**src/rtl/imem_pkg.sv**
```systemverilog
// Shared types and defaults for the instruction-memory fetch/loader arbiter.
package imem_pkg;

    localparam int ADDR_W_DEF     = 4;
    localparam int DATA_W_DEF     = 32;
    localparam int STARVE_LIM_DEF = 4;

    localparam logic [31:0] NOP = 32'h0000_0000;

    typedef enum logic [1:0] {
        BOOT = 2'd0,
        LOAD = 2'd1,
        RUN  = 2'd2
    } state_t;

endpackage

```
**src/rtl/imem_fetch_arbiter.sv**
```systemverilog
// Shares the instruction RAM between the core fetch port and the NoC program
// loader: holds the core during boot load, then arbitrates with a starvation guard.
module imem_fetch_arbiter
    import imem_pkg::*;
#(
    parameter int ADDR_W     = ADDR_W_DEF,
    parameter int DATA_W     = DATA_W_DEF,
    parameter int STARVE_LIM = STARVE_LIM_DEF
) (
    input  logic              clk,
    input  logic              rst,
    input  logic              fetch_req,
    input  logic [31:0]       fetch_pc,
    output logic              fetch_gnt,
    output logic              fetch_valid,
    output logic [DATA_W-1:0] fetch_instr,
    input  logic              ld_valid,
    input  logic [ADDR_W-1:0] ld_addr,
    input  logic [DATA_W-1:0] ld_data,
    input  logic              ld_last,
    output logic              ld_ready,
    output logic              core_hold,
    output logic [ADDR_W:0]   load_count,
    output logic              mem_we,
    output logic [ADDR_W-1:0] mem_addr,
    output logic [DATA_W-1:0] mem_wdata,
    input  logic [DATA_W-1:0] mem_rdata
);

    localparam int DEPTH = 2 ** ADDR_W;
    localparam int CNT_W = $clog2(STARVE_LIM + 1);

    state_t            r_state;
    logic              r_core_hold;
    logic [ADDR_W:0]   r_load_count;
    logic [CNT_W-1:0]  r_starve;
    logic              r_fetch_valid;
    logic              r_oob;
    logic [DATA_W-1:0] r_instr_hold;
    logic [ADDR_W-1:0] r_last_addr;

    logic              w_run;
    logic              w_force_ld;
    logic              w_ld_acc;
    logic              w_in_range;
    logic [ADDR_W-1:0] w_word_idx;
    logic              w_unused_pc;

    assign w_run       = (r_state == RUN);
    assign w_force_ld  = w_run && (r_starve == CNT_W'(STARVE_LIM));
    assign w_in_range  = (fetch_pc[31:ADDR_W+2] == '0);
    assign w_word_idx  = fetch_pc[ADDR_W+1:2];
    assign w_unused_pc = ^fetch_pc[1:0];

    assign fetch_gnt = !rst && w_run && fetch_req && !w_force_ld;
    assign ld_ready  = !rst && (!w_run || !fetch_req || w_force_ld);
    assign w_ld_acc  = ld_valid && ld_ready;

    assign mem_we     = w_ld_acc;
    assign mem_wdata  = ld_data;
    assign core_hold  = r_core_hold;
    assign load_count = r_load_count;

    // Out-of-range fetches never touch the RAM, so the address bus keeps its last value.
    always_comb begin
        mem_addr = r_last_addr;
        if (w_ld_acc) begin
            mem_addr = ld_addr;
        end else if (fetch_gnt && w_in_range) begin
            mem_addr = w_word_idx;
        end
    end

    assign fetch_instr = r_fetch_valid ? (r_oob ? DATA_W'(NOP) : mem_rdata) : r_instr_hold;
    assign fetch_valid = r_fetch_valid;

    always_ff @(posedge clk) begin
        if (rst) begin
            r_state      <= BOOT;
            r_core_hold  <= 1'b1;
            r_load_count <= '0;
            r_starve     <= '0;
        end else begin
            case (r_state)
                BOOT: begin
                    r_starve <= '0;
                    if (w_ld_acc) begin
                        r_load_count <= (ADDR_W+1)'(1);
                        if (ld_last) begin
                            r_state     <= RUN;
                            r_core_hold <= 1'b0;
                        end else begin
                            r_state <= LOAD;
                        end
                    end
                end
                LOAD: begin
                    r_starve <= '0;
                    if (w_ld_acc) begin
                        if (r_load_count != (ADDR_W+1)'(DEPTH)) begin
                            r_load_count <= r_load_count + (ADDR_W+1)'(1);
                        end
                        if (ld_last) begin
                            r_state     <= RUN;
                            r_core_hold <= 1'b0;
                        end
                    end
                end
                RUN: begin
                    // A denied loader write only counts while it is actually waiting.
                    if (w_ld_acc || !ld_valid) begin
                        r_starve <= '0;
                    end else if (fetch_req && !w_force_ld) begin
                        r_starve <= r_starve + CNT_W'(1);
                    end
                end
                default: begin
                    r_state     <= BOOT;
                    r_core_hold <= 1'b1;
                    r_starve    <= '0;
                end
            endcase
        end
    end

    always_ff @(posedge clk) begin
        if (rst) begin
            r_fetch_valid <= 1'b0;
            r_oob         <= 1'b0;
            r_instr_hold  <= DATA_W'(NOP);
            r_last_addr   <= '0;
        end else begin
            r_fetch_valid <= fetch_gnt;
            r_oob         <= fetch_gnt && !w_in_range;
            r_instr_hold  <= fetch_instr;
            r_last_addr   <= mem_addr;
        end
    end

endmodule

```
**config.mk**
```make
export PLATFORM = sky130hd
export DESIGN_NAME = imem_fetch_arbiter
export DESIGN_NICKNAME = d
export VERILOG_FILES = /design/src/rtl/imem_pkg.sv /design/src/rtl/imem_fetch_arbiter.sv
export SDC_FILE = /design/constraint.sdc
export NUM_CORES = 1
export LEC_CHECK = 0
export BUFFER_PORTS_ARGS = -buffer_cell sky130_fd_sc_hd__buf_2
export CELL_PAD_IN_SITES_DETAIL_PLACEMENT = 0
export CELL_PAD_IN_SITES_GLOBAL_PLACEMENT = 1
export CORE_ASPECT_RATIO = 0.7
export CORE_MARGIN = 5
export CORE_UTILIZATION = 24
export DETAILED_ROUTE_END_ITERATION = 8
export PLACE_DENSITY_LB_ADDON = 0.05
export RECOVER_POWER = 100
export SLEW_MARGIN = 10
export SYNTH_ARGS = -nofsm -noshare
export SYNTH_HDL_FRONTEND = slang
export SYNTH_SLANG_ARGS = --single-unit
export TNS_END_PERCENT = 20
```
**constraint.sdc**
```tcl
create_clock -name clk -period 1.64 [get_ports clk]
set_input_delay 0.164 -clock clk [delete_from_list [all_inputs] [get_ports clk]]
set_output_delay 0.164 -clock clk [all_outputs]
set_load 0.01 [all_outputs]
```
# Word level (Yosys, flattened, before mapping)
# Index checks and enable logic that the tools add are counted.
[totals]
wordCells = 63
out_inout_bits = 78
regBits = 49
inputBits = 105
[classes]
bitwise = 1
muxes = 16
n_eq_ne = 10
addsub = 2
reduce_logical = 26
[ops]
columns = ["cell", "n"]
rows = [
  ["$mux W32", 2],
  ["$logic_not A26 Y1", 1],
  ["$mux W5", 3],
  ["$pmux W5 S2", 1],
  ["$logic_and A1 B1 Y1", 9],
  ["$mux W2", 4],
  ["$mux W4", 2],
  ["$ne A2 B2 Y1 const B", 4],
  ["$reduce_and A4 Y1", 2],
  ["$logic_not A1 Y1", 6],
  ["$pmux W2 S3", 1],
  ["$add A5 B1 Y5 const B", 1],
  ["$ne A5 B5 Y1 const B", 1],
  ["$ne A2 B1 Y1 const B", 2],
  ["$add A3 B1 Y3 const B", 1],
  ["$eq A3 B3 Y1 const B", 1],
  ["$logic_or A1 B1 Y1", 3],
  ["$reduce_and A3 Y1", 1],
  ["$reduce_or A3 Y1", 1],
  ["$eq A2 B1 Y1 const B", 1],
  ["$eq A2 B2 Y1 const B", 1],
  ["$logic_not A2 Y1", 1],
  ["$mux W1", 2],
  ["$pmux W1 S2", 1],
  ["other kinds (3)", 3],
]

# Logic depth before layout (Yosys ltp)
# Gate-level depths: netlist (run 1).
[logic_depth]
word_depth = 8
mapped_depth = 8
mapped_depth_nobuf = 8

# Least setup slack after synthesis (run 1)
# OpenSTA, ideal clock, no wires.
[synth_path]
kind = "register to output"
start = "register r_starve[0]"
end = "output mem_addr[0]"
slack_ns = -0.211
arrival_ns = 1.687
required_ns = 1.476
path_stages_with_launch = 8
cell_sequence = "dfxtp_1 > inv_1 > ha_1 > nand2_1 > nand3_2 > nor4_4 > mux2i_1 > a21oi_1"
[synth_between]
elab_chain_cells = 7
[synth_lines]
columns = ["element", "line", "text"]
rows = [
  ["from (decl)", "imem_fetch_arbiter.sv:36", "logic [CNT_W-1:0] r_starve;"],
  ["from (signal assigned)", "imem_fetch_arbiter.sv:114", "r_starve <= r_starve + CNT_W'(1);"],
  ["$eq A3 B3 Y1 (*)", "imem_fetch_arbiter.sv:50", "assign w_force_ld = w_run && (r_starve == CNT_W'(STARVE_LIM));"],
  ["$logic_and A1 B1 Y1 (*)", "imem_fetch_arbiter.sv:50", ""],
  ["$logic_not A1 Y1", "imem_fetch_arbiter.sv:55", "assign fetch_gnt = !rst && w_run && fetch_req && !w_force_ld;"],
  ["$logic_and A1 B1 Y1", "imem_fetch_arbiter.sv:55", ""],
  ["$logic_and A1 B1 Y1", "imem_fetch_arbiter.sv:69", "end else if (fetch_gnt && w_in_range) begin"],
  ["$mux W4", "imem_fetch_arbiter.sv:69", ""],
  ["$mux W4 (*)", "imem_fetch_arbiter.sv:67", "if (w_ld_acc) begin"],
  ["to (decl)", "imem_fetch_arbiter.sv:25", "output logic [ADDR_W-1:0] mem_addr,"],
]
# Every way passes the cells marked *; elsewhere a longest branch is shown, timed or not.

# Final worst setup path (run 1)
[layout_path]
start = "register r_starve[0]"
end = "output mem_addr[2]"
# Same word-level chain as after synthesis.

==> flow_summary.yaml, run 1 <==
logic_synthesis:
  yosysSeqAreaShare_pct: 39.40
  synth_area_leaders: "dfxtp_1 (39%), buf_4 (9.9%), nor2b_1 (8.5%)"
  ys_warn_count: 0
  yosysUniqueCellTypes: 35
  syn-num-nets: 422
  netlist_instances: 313
  yosysTopAreaCell: "dfxtp_1"
  synth.avg_cell_area_um2: 7.955
  synth.top_cell.area_share_pct: 39.40
  ys_seq_elements: 49
  netlist_area_mm2: 0.002490
critical_path:
  cp_cell_sequence: "inv_2, ha_4, nand2_4, nand3_4, nor4_4, buf_6, mux2i_2, a21oi_2, buf_2"
  arrival_ns: 1.72
  start_kind: "register"
  critPathSlowestCell: "dfxtp_2"
  slowest_delay_ns: 0.34
  criticalPathCategory: "reg -> out"
  reg2reg_depth: 6
  rrSetupSlack_ns: -0.01
  crit_buf_inv: 3
  endpoint_kind: "output pin"
  cp_top_family: "buffers and inverters"
  crit_required_ns: 1.48
  r2r_start: "r_state[0]$_SDFFE_PP0P_"
  rr_endpoint: "load_count[3]$_SDFFE_PP0P_"
  path_max_fanout: 7
global_routing:
  antenna_found_initial: 0
  grt_overflow: 0
  grt_pass1_wl_um: 11210
  grt_max_degree: 31
  track_usage_pct: 10.89
  grt_pass1_vias: 2266
power_and_ir_drop:
  p_switching_mw: 0.6289
  power_frac_comb_pct: 12.2
  internal_power_mw: 2.090
  clock_power_share_pct: 42.5
  seqPwrFrac_pct: 45.3
  leakage_nw: 1.476
  p_sw_share_pct: 23.13
  power_density_mw_per_mm2: 816.0
  ir_drop_uv: 366.4
routing:
  totalWireLength_um: 7026
  wl_per_cell_um: 12.92
  dr.pass1.iters: 6
  num_vias: 2256
  first_iter_violations: 73
  ant_nets: 0
  drc_errors: 0
  via_per_inst: 4.147
placement:
  gp_congestion: 0.7366
  place_ws_ns: -0.1969
  place_inst: 536
  dp_hpwl_um: 5245
  port_buffers: 116
timing:
  drv_slew: 0
  worst_slack_ns: -0.2458
  slew_headroom_pct: 67.37
  hold_violations: 0
  grt_setup_unrepaired: "yes"
  setup-violations-final: 37
  hold_ws_ns: 0.08957
  min_period_over_period_pct: 115.0
  period_needed_ns: 1.886
  clock_skew_ns: 0.007692
  max_freq_mhz: 530.3
  worstMarginPinSlew_ns: 0.4894
  tns_ns: -2.597
min_path:
  min_to: "r_state[0]$_SDFFE_PP0P_"
  holdPathStages: 2
  hp-start: "ld_last"
  hp-class: "in -> reg"
clock_tree:
  cts_setup_buffers: 0
  ctsLongestPathBuffers: 2
  postCtsHoldBufs: 0
  htree_levels: 2
  worst_skew_pair.late_latency_ns: 0.29
  cts_inserted_buffers: 5
  clkTransAtPathRegs_ns: 0.07
  cts_tree: "done"
  root_buffer: "clkbuf_16"
  cts.sinks: 49
cells_and_area:
  multi_input_area_mm2: 0.001132
  regArea_um2: 983.4
  fill_cells: 1145
  stdcell_count: 544
  final_layout_size_suffix_gt1_share_pct: 38.59
  syn_to_final_growth_pct: 33.82
  nets: 521
  antennaDiodeCount: 0
floorplan:
  pin_count: 183
  die_w_um: 131.7
  die_height_um: 95.22
  dieArea_mm2: 0.01254
  rows: 31
  start_util_pct: 24.32
  coreArea_mm2: 0.01024
status:
  status: "complete, but fails checks"
  violations: "setup timing"
flow_run:
  maxCapViolCount: 0
## routing by layer
metal | share of wire (%) | global-route usage (%) | up-vias
met5 | 0 | 0 | -
met4 | 0.73 | 3.253 | 0
met3 | 9.7 | 5.169 | 8
met2 | 41 | 16.55 | 95
met1 | 48 | 13.79 | 980
li1 | - | - | 1173
## how the worst max path moves through the flow
stage               cells after the start                   endpoint                     start  slack [ns]
detailed placement                      8                mem_addr[0]               fetch_pc[8]       -0.20
CTS                                     9                mem_addr[2]  r_starve[0]$_SDFFE_PP0P_       -0.25
global placement                        9  r_last_addr[1]$_SDFF_PP0_  r_starve[1]$_SDFFE_PP0P_       -0.16
finish                                  9                mem_addr[2]  r_starve[0]$_SDFFE_PP0P_       -0.25
floorplan                               7                mem_addr[0]  r_starve[0]$_SDFFE_PP0P_       -0.06
global route                            9                mem_addr[2]  r_starve[0]$_SDFFE_PP0P_       -0.33
## area by class of cell
cell class	count	area share [%]
multi-input combinational	182	33.98
timing repair buffer	136	22.46
clock inverter	2	1.051
inverter	38	4.281
clock buffer	5	3.755
tap	132	4.957
sequential	49	29.52
## power groups by stage
stage          Sequential [mW]  Combinational, mW  Clock [mW]
2_1_floorplan             1.26              0.232           0
3_3_place_gp              1.26              0.336           0
3_5_place_dp              1.26              0.333           0
4_1_cts                   1.23              0.337        1.20
5_1_grt                   1.23              0.374        1.24
6_report                  1.23              0.332        1.15
## cell families after synthesis
| logic type | Yosys count | share of synthesized area [%] |
|---|---|---|
| and+or+nand+nor | 112 | 24.17 |
| adders and majority gates | 4 | 2.010 |
| buffers and inverters | 82 | 17.74 |
| DFF | 49 | 39.40 |
| AOI/OAI and AO/OA | 61 | 14.72 |
| muxes | 4 | 1.608 |
| xor gates and xnor gates | 1 | 0.3518 |
## synthesized netlist by cell type
| cell type | n |
|---|---|
| buf_4 | 33 |
| clkbuf_1 | 10 |
| a211oi_1 | 2 |
| nand3b_1 | 4 |
| a21o_1 | 5 |
| clkbuf_8 | 1 |
| nand3_1 | 4 |
| mux2i_1 | 4 |
| xor2_1 | 1 |
| nor3b_1 | 1 |
| nand4_1 | 1 |
| o21ai_0 | 35 |
| inv_1 | 38 |
| o21a_1 | 2 |
| nand3_2 | 1 |
| nand3b_2 | 1 |
| a21o_2 | 1 |
| nor2b_1 | 34 |
| nand2b_1 | 2 |
| o31ai_1 | 1 |
| nor2b_4 | 1 |
| and2_1 | 1 |
| nor4_1 | 6 |
| a22o_2 | 4 |
| a2111oi_0 | 1 |
| o31a_1 | 1 |
| dfxtp_1 | 49 |
| nor2_1 | 16 |
| nand2_1 | 37 |
| and3_2 | 1 |
| nor4_4 | 1 |
| ha_1 | 4 |
| a21oi_1 | 7 |
| a22oi_1 | 2 |
| and3_1 | 1 |
## sequential cells by signal (all words and copies together) (netlist names)
signal / flops
r_instr_hold: 32
load_count: 5
r_last_addr: 4
r_starve: 3
r_state: 2
core_hold: 1
fetch_valid: 1
r_oob: 1
## stage by stage
step           instance area, um2  total power, mW  utilization [%]
3_5_place_dp                 3139            1.592            30.66
5_1_grt                      3332            2.846            32.54
3_3_place_gp                 3139            1.596            30.66
6_report                     3332            2.719            32.54
4_1_cts                      3316            2.770            32.38
2_1_floorplan                2539            1.491                -
## repair_timing
item,4_1_cts,5_1_grt
gates resized for setup,5,13
cloned,0,1
endpoints found under the setup margin,10,30
pin swaps,1,2
## cells in the final DEF (no fill, tap or decap), types with 2 or more instances in the layout
cell,n
nand2b_1,2
mux2i_2,2
dfxtp_2,2
clkbuf_16,6
o21ai_0,34
inv_1,35
nand3_1,4
a21oi_2,4
buf_6,2
buf_4,13
ha_1,3
clkbuf_1,10
dfxtp_1,47
a21oi_1,3
o21a_1,2
buf_2,108
nand2_1,36
nor4_1,6
a22oi_1,2
inv_2,3
mux2i_1,2
nor2b_1,34
a21o_1,5
a22o_2,4
nand3b_1,4
nor2_1,16
Note: power is estimated with default switching activity, not from simulation.
==> inputs of run 2 (changes only) <==
--- a/config.mk
+++ b/config.mk
@@ -7,10 +7,10 @@
 export LEC_CHECK = 0
 export BUFFER_PORTS_ARGS = -buffer_cell sky130_fd_sc_hd__buf_2
 export CELL_PAD_IN_SITES_DETAIL_PLACEMENT = 0
-export CELL_PAD_IN_SITES_GLOBAL_PLACEMENT = 1
+export CELL_PAD_IN_SITES_GLOBAL_PLACEMENT = 2
 export CORE_ASPECT_RATIO = 0.7
-export CORE_MARGIN = 5
-export CORE_UTILIZATION = 24
+export CORE_MARGIN = 2
+export CORE_UTILIZATION = 18
 export DETAILED_ROUTE_END_ITERATION = 8
 export PLACE_DENSITY_LB_ADDON = 0.05
 export RECOVER_POWER = 100
==> flow_summary.yaml, run 2 (synthesis gave the netlist of run 1 again) <==
floorplan:
  pin_count: 183
  dieArea_mm2: 0.01480
  rows: 35
  die_height_um: 102.4
  start_util_pct: 18.70
  coreArea_mm2: 0.01331
  die_w_um: 144.6
status:
  status: "complete, but fails checks"
  violations: "setup timing"
global_routing:
  grt_pass1_vias: 2240
  grt_max_degree: 36
  track_usage_pct: 10.33
  grt_overflow: 0
  grt_pass1_wl_um: 11760
  antenna_found_initial: 0
cells_and_area:
  mostFrequentLayoutCells: "buf_2 (109), dfxtp_1 (45), inv_1 (35), nand2_1 (35), nor2b_1 (33)"
  final_layout_size_suffix_gt1_share_pct: 46.30
  finalInstanceArea_mm2: 0.003587
  largest_register: "r_instr_hold"
  largest_reg_flops: 32
  final_common_cell: "buf_2"
  nets: 527
  syn_to_final_growth_pct: 44.07
timing:
  setup-violations-final: 7
  slew_headroom_pct: 69.47
  clock_skew_ns: 0.004001
  min_period_over_period_pct: 113.9
  hold_violations: 0
  drv_slew: 0
  worstMarginPinSlew_ns: 0.4541
  grt_setup_unrepaired: "yes"
  period_needed_ns: 1.868
  max_freq_mhz: 535.3
  worst_slack_ns: -0.2281
placement:
  gp_congestion: 0.7072
  dpl_cell_area_mm2: 0.003213
  port_buffers: 116
  dp_hpwl_um: 5606
routing:
  via_per_inst: 3.798
  route.met2.wl_um: 3108
  met1_length_um: 3795
  dr.pass1.iters: 4
  route.top_layer_used: "met4"
  totalWireLength_um: 7683
  num_vias: 2298
  ant_nets: 0
  wl_met3_um: 740
  wl_per_cell_um: 12.70
  drc_errors: 0
  first_iter_violations: 72
critical_path:
  criticalPathCategory: "reg -> out"
  crit_required_ns: 1.48
  cp_cell_sequence: "inv_2, ha_4, nand2_4, nand3_4, nor4_4, buf_6, mux2i_1, a21oi_2, buf_2"
  critPathSlowestCell: "dfxtp_2"
  crit_buf_inv: 3
  arrival_ns: 1.70
  cp_top_family: "flip-flops"
  path_max_fanout: 6
  start_kind: "register"
  endpoint_kind: "output pin"
  slowest_delay_ns: 0.34
clock_tree:
  cts.sinks: 49
  postCtsHoldBufs: 0
  ctsLongestPathBuffers: 2
  worst_skew_pair.late_latency_ns: 0.28
  cts_tree: "done"
  root_buffer: "clkbuf_16"
  clkTransAtPathRegs_ns: 0.07
  htree_levels: 2
  cts_inserted_buffers: 5
power_and_ir_drop:
  leakage_nw: 1.588
  p_total_mw: 2.700
  power_density_mw_per_mm2: 752.8
  ir_drop_uv: 454.0
min_path:
  hp-class: "in -> reg"
flow_run:
  maxCapViolCount: 0
-- run 2: changes by cell type in the layout (fill, tap and decap cells not counted), sizes merged --
cell / before / now
buf: 124 / 134
clkbuf: 17 / 15
bufinv: 1 / 0
diode: 0 / 1
-- run 2: layer usage --
| layer | GRT usage, % | up-vias |
|---|---|---|
| met3 | 4.780 | 4 |
| met5 | 0 | - |
| li1 | - | 1199 |
| met4 | 2.091 | 0 |
| met1 | 13.78 | 1006 |
| met2 | 15.35 | 89 |
-- run 2: where the power goes --
group          internal (mW)  switching, mW
registers               1.22         0.0147
clock network          0.647          0.458
logic                  0.178          0.184
total                   2.04          0.657
-- run 2: worst paths after layout --
check | start | end | slack, ns | cells after the start
max | r_starve[1]$_SDFFE_PP0P_ | mem_addr[1] | -0.23 | 9
max reg2reg | r_state[0]$_SDFFE_PP0P_ | load_count[3]$_SDFFE_PP0P_ | -0.03 | 6
min | ld_last | r_state[0]$_SDFFE_PP0P_ | 0.10 | 2
min reg2reg | r_last_addr[0]$_SDFF_PP0_ | r_last_addr[0]$_SDFF_PP0_ | 0.47 | 1
-- run 2: repair_timing --
item | CTS | global route
setup endpoints to repair | 10 | 36
cloned | 0 | 2
gates resized for setup | 6 | 63
setup buffers | 1 | 3
pin swaps | 1 | 1
-- run 2: worst register-to-register path: cells and delay by family, from the launching register on --
| kind | cells | cell delay, ns |
|---|---|---|
| simple gates | 3 | 0.38 |
| flops | 1 | 0.37 |
| compound gates | 2 | 0.44 |
| buf+inv | 1 | 0.36 |
-- run 2: layout make-up --
type	instances	area (um2)
Fill cell	1537	9726
Multi-Input combinational cell	182	1235
Sequential cell	49	985.9
Timing Repair Buffer	142	829.5
Tap cell	185	231.5
Clock buffer	7	152.6
Inverter	38	145.1
Clock inverter	1	5.005
Antenna cell	1	2.502
-- run 2: through the flow --
step / utilization, % / setup TNS (ns) / setup slack, ns / std cells / hold WS (ns)
final: 26.95 / -0.9453 / -0.2281 / 605 / 0.1033
after floorplan: - / -0.2868 / -0.06048 / 313 / 0.2761
after global placement: 24.14 / -0.6626 / -0.1677 / 590 / 0.3281
after CTS: 25.50 / -1.004 / -0.2554 / 599 / 0.09829
after global routing: 26.93 / -2.737 / -0.3563 / 604 / 0.1120
after detailed placement: 24.14 / -0.8245 / -0.1978 / 590 / 0.3281
==> inputs of run 3 (changes only) <==
--- a/config.mk
+++ b/config.mk
@@ -5,6 +5,7 @@
 export SDC_FILE = /design/constraint.sdc
 export NUM_CORES = 1
 export LEC_CHECK = 0
+export ABC_AREA = 1
 export BUFFER_PORTS_ARGS = -buffer_cell sky130_fd_sc_hd__buf_2
 export CELL_PAD_IN_SITES_DETAIL_PLACEMENT = 0
 export CELL_PAD_IN_SITES_GLOBAL_PLACEMENT = 2
==> flow_summary.yaml, run 3 <==
status:
  status: "complete, but fails checks"
  violations: "setup timing"
floorplan:
  die_w_um: 148.8
  rows: 36
  dieArea_mm2: 0.01567
  start_util_pct: 18.67
  coreArea_mm2: 0.01414
  die_height_um: 105.3
  pin_count: 183
placement:
  dp_hpwl_um: 5461
  gp_congestion: 0.6644
  port_buffers: 116
logic_synthesis:
  yosysTopAreaCell: "dfxtp_1"
  synth_common_cells: "inv_1 (115), nor2_1 (60), dfxtp_1 (49)"
  syn-num-nets: 487
  yosysUniqueCellTypes: 32
  synth_edf_count: 0
  ys_async_sr_fraction_pct: 0
  yosysSeqAreaShare_pct: 37.16
  ys_seq_elements: 49
  synth.top_cell.area_share_pct: 37.16
  synth_area_leaders: "dfxtp_1 (37%), inv_1 (16%), buf_4 (9.1%)"
  synthFlopType: "dfxtp_1"
  netlist_area_mm2: 0.002640
  synth.avg_cell_area_um2: 6.984
  ys_warn_count: 0
  yosysMostFrequentCell: "inv_1"
  netlist_instances: 378
routing:
  totalWireLength_um: 7274
  drc_errors: 0
  wl_per_cell_um: 10.78
  first_iter_violations: 74
  num_vias: 2428
  dr.pass1.iters: 4
  ant_nets: 0
  via_per_inst: 3.597
cells_and_area:
  mostFrequentLayoutCells: "inv_1 (113), buf_2 (111), nor2_1 (60)"
  syn_to_final_growth_pct: 35.26
  regArea_um2: 983.4
  final_util_pct: 25.25
  fill_cells: 1665
  nets: 593
  largest_reg_flops: 32
  antennaDiodeCount: 0
  multi_input_area_um2: 958.4
  largest_register: "r_instr_hold"
  final_layout_size_suffix_gt1_share_pct: 35.67
  final_common_cell: "inv_1"
critical_path:
  crit_buf_inv: 4
  cp_common_cell: "nand2_4"
  crit_required_ns: 1.48
  slowest_delay_ns: 0.32
  path_depth: 11
  critPathSlowestCell: "dfxtp_2"
  arrival_ns: 1.68
  criticalPathCategory: "reg -> out"
  path_max_fanout: 9
  cp_top_family: "simple AND/OR/NAND/NOR gates"
  reg2reg_depth: 14
  start_kind: "register"
  endpoint_kind: "output pin"
  cp_cell_sequence: "inv_2, ha_4, nand2_4, nand3_4, nand2_4, nor2_8, inv_8, or2_0, nand2_1, inv_1, buf_6"
clock_tree:
  worst_skew_pair.late_latency_ns: 0.29
  postCtsHoldBufs: 0
  clkTransAtPathRegs_ns: 0.06
  cts_tree: "done"
  cts_inserted_buffers: 5
  ctsLongestPathBuffers: 2
  root_buffer: "clkbuf_16"
  cts.sinks: 49
  htree_levels: 2
global_routing:
  grt_max_degree: 41
  grt_pass1_vias: 2513
  track_usage_pct: 9.669
  antenna_found_initial: 0
  grt_pass1_wl_um: 12080
  grt_overflow: 0
min_path:
  hp-class: "in -> reg"
  holdPathStages: 3
timing:
  setup-violations-final: 6
  period_needed_ns: 1.839
  grt_setup_unrepaired: "yes"
  slew_headroom_pct: 66.53
  clock_skew_ns: 0.004893
  worstMarginPinSlew_ns: 0.5020
  drv_slew: 0
  max_freq_mhz: 543.7
  worst_slack_ns: -0.1994
  hold_violations: 0
  min_period_over_period_pct: 112.2
  hold_ws_ns: 0.1448
power_and_ir_drop:
  ir_drop_uv: 359.7
  leakage_nw: 1.726
  power_density_mw_per_mm2: 747.3
  p_total_mw: 2.669
flow_run:
  maxCapViolCount: 0
run 3: logic make-up (layout without fill, tap and decap cells):
group                      count (synthesis)  after routing  synth area share [%]
xor gates and xnor gates                   4              4                 1.327
buffers and inverters                    162            269                 28.15
and+or+nand+nor                          115            115                 20.33
DFF                                       49             49                 37.16
AOI/OAI and AO/OA                         44             44                 11.14
adders and majority gates                  4              4                 1.896
run 3: final cells by class:
type | count | area share, %
Clock inverter | 1 | 0.1402
Inverter | 118 | 12.75
Sequential cell | 49 | 27.54
Tap cell | 190 | 6.657
Timing Repair Buffer | 143 | 21.79
Clock buffer | 7 | 4.275
Multi-Input combinational cell | 167 | 26.84
run 3: stage by stage:
stage,setup WS (ns),cell area [um2],TNS (ns),cells
after global placement,-0.003339,3336,-0.003930,662
final,-0.1994,3571,-0.9161,675
after floorplan,0.1551,2640,0,378
after CTS,-0.2459,3567,-1.126,674
after detailed placement,-0.01201,3336,-0.01201,662
after global routing,-0.3172,3571,-3.568,675
run 3: worst paths after layout:
check | from | endpoint | slack, ns
worst max-delay path | r_starve[1]$_SDFFE_PP0P_ | mem_addr[0] | -0.20
worst min-delay path | ld_last | r_state[1]$_SDFFE_PP0P_ | 0.14
worst max register to register | r_starve[1]$_SDFFE_PP0P_ | r_last_addr[1]$_SDFF_PP0_ | -0.14
worst min register to register | r_starve[0]$_SDFFE_PP0P_ | r_starve[0]$_SDFFE_PP0P_ | 0.51
run 3: repair_timing:
| action | 4_1_cts | 5_1_grt |
|---|---|---|
| resized for setup | 13 | 6 |
| endpoints found under the hold margin | 0 | 0 |
| endpoints found under the setup margin | 6 | 13 |
| setup buffers | 4 | 1 |
| pin swaps | 8 | 1 |
run 3: worst reg2reg max path, stage by stage (launching register included):
cell and delay [ns]:
dfxtp_2 0.33, inv_2 0.04, ha_4 0.16, nand2_4 0.06, nand3_4 0.11, nor2_4 0.16
buf_6 0.13, nand3_2 0.06, nand3_1 0.07, nand2_1 0.07, buf_4 0.13, buf_4 0.12
buf_4 0.12, buf_4 0.12, nor2_1 0.06
run 3: per-layer routing:
layer / wire (um) / global-route usage, % / up-vias
met5: 0 / 0 / -
met4: 121 / 3.061 / 0
met3: 414 / 3.030 / 23
met2: 3141 / 14.98 / 57
met1: 3595 / 12.79 / 1057
li1: - / - / 1291
run 3: where the power goes:
part	leakage (nW)	total (mW)	internal, mW	switching, mW
registers	0.397	1.22	1.21	0.00906
clock network	0.0799	1.09	0.647	0.444
logic	1.25	0.356	0.174	0.183
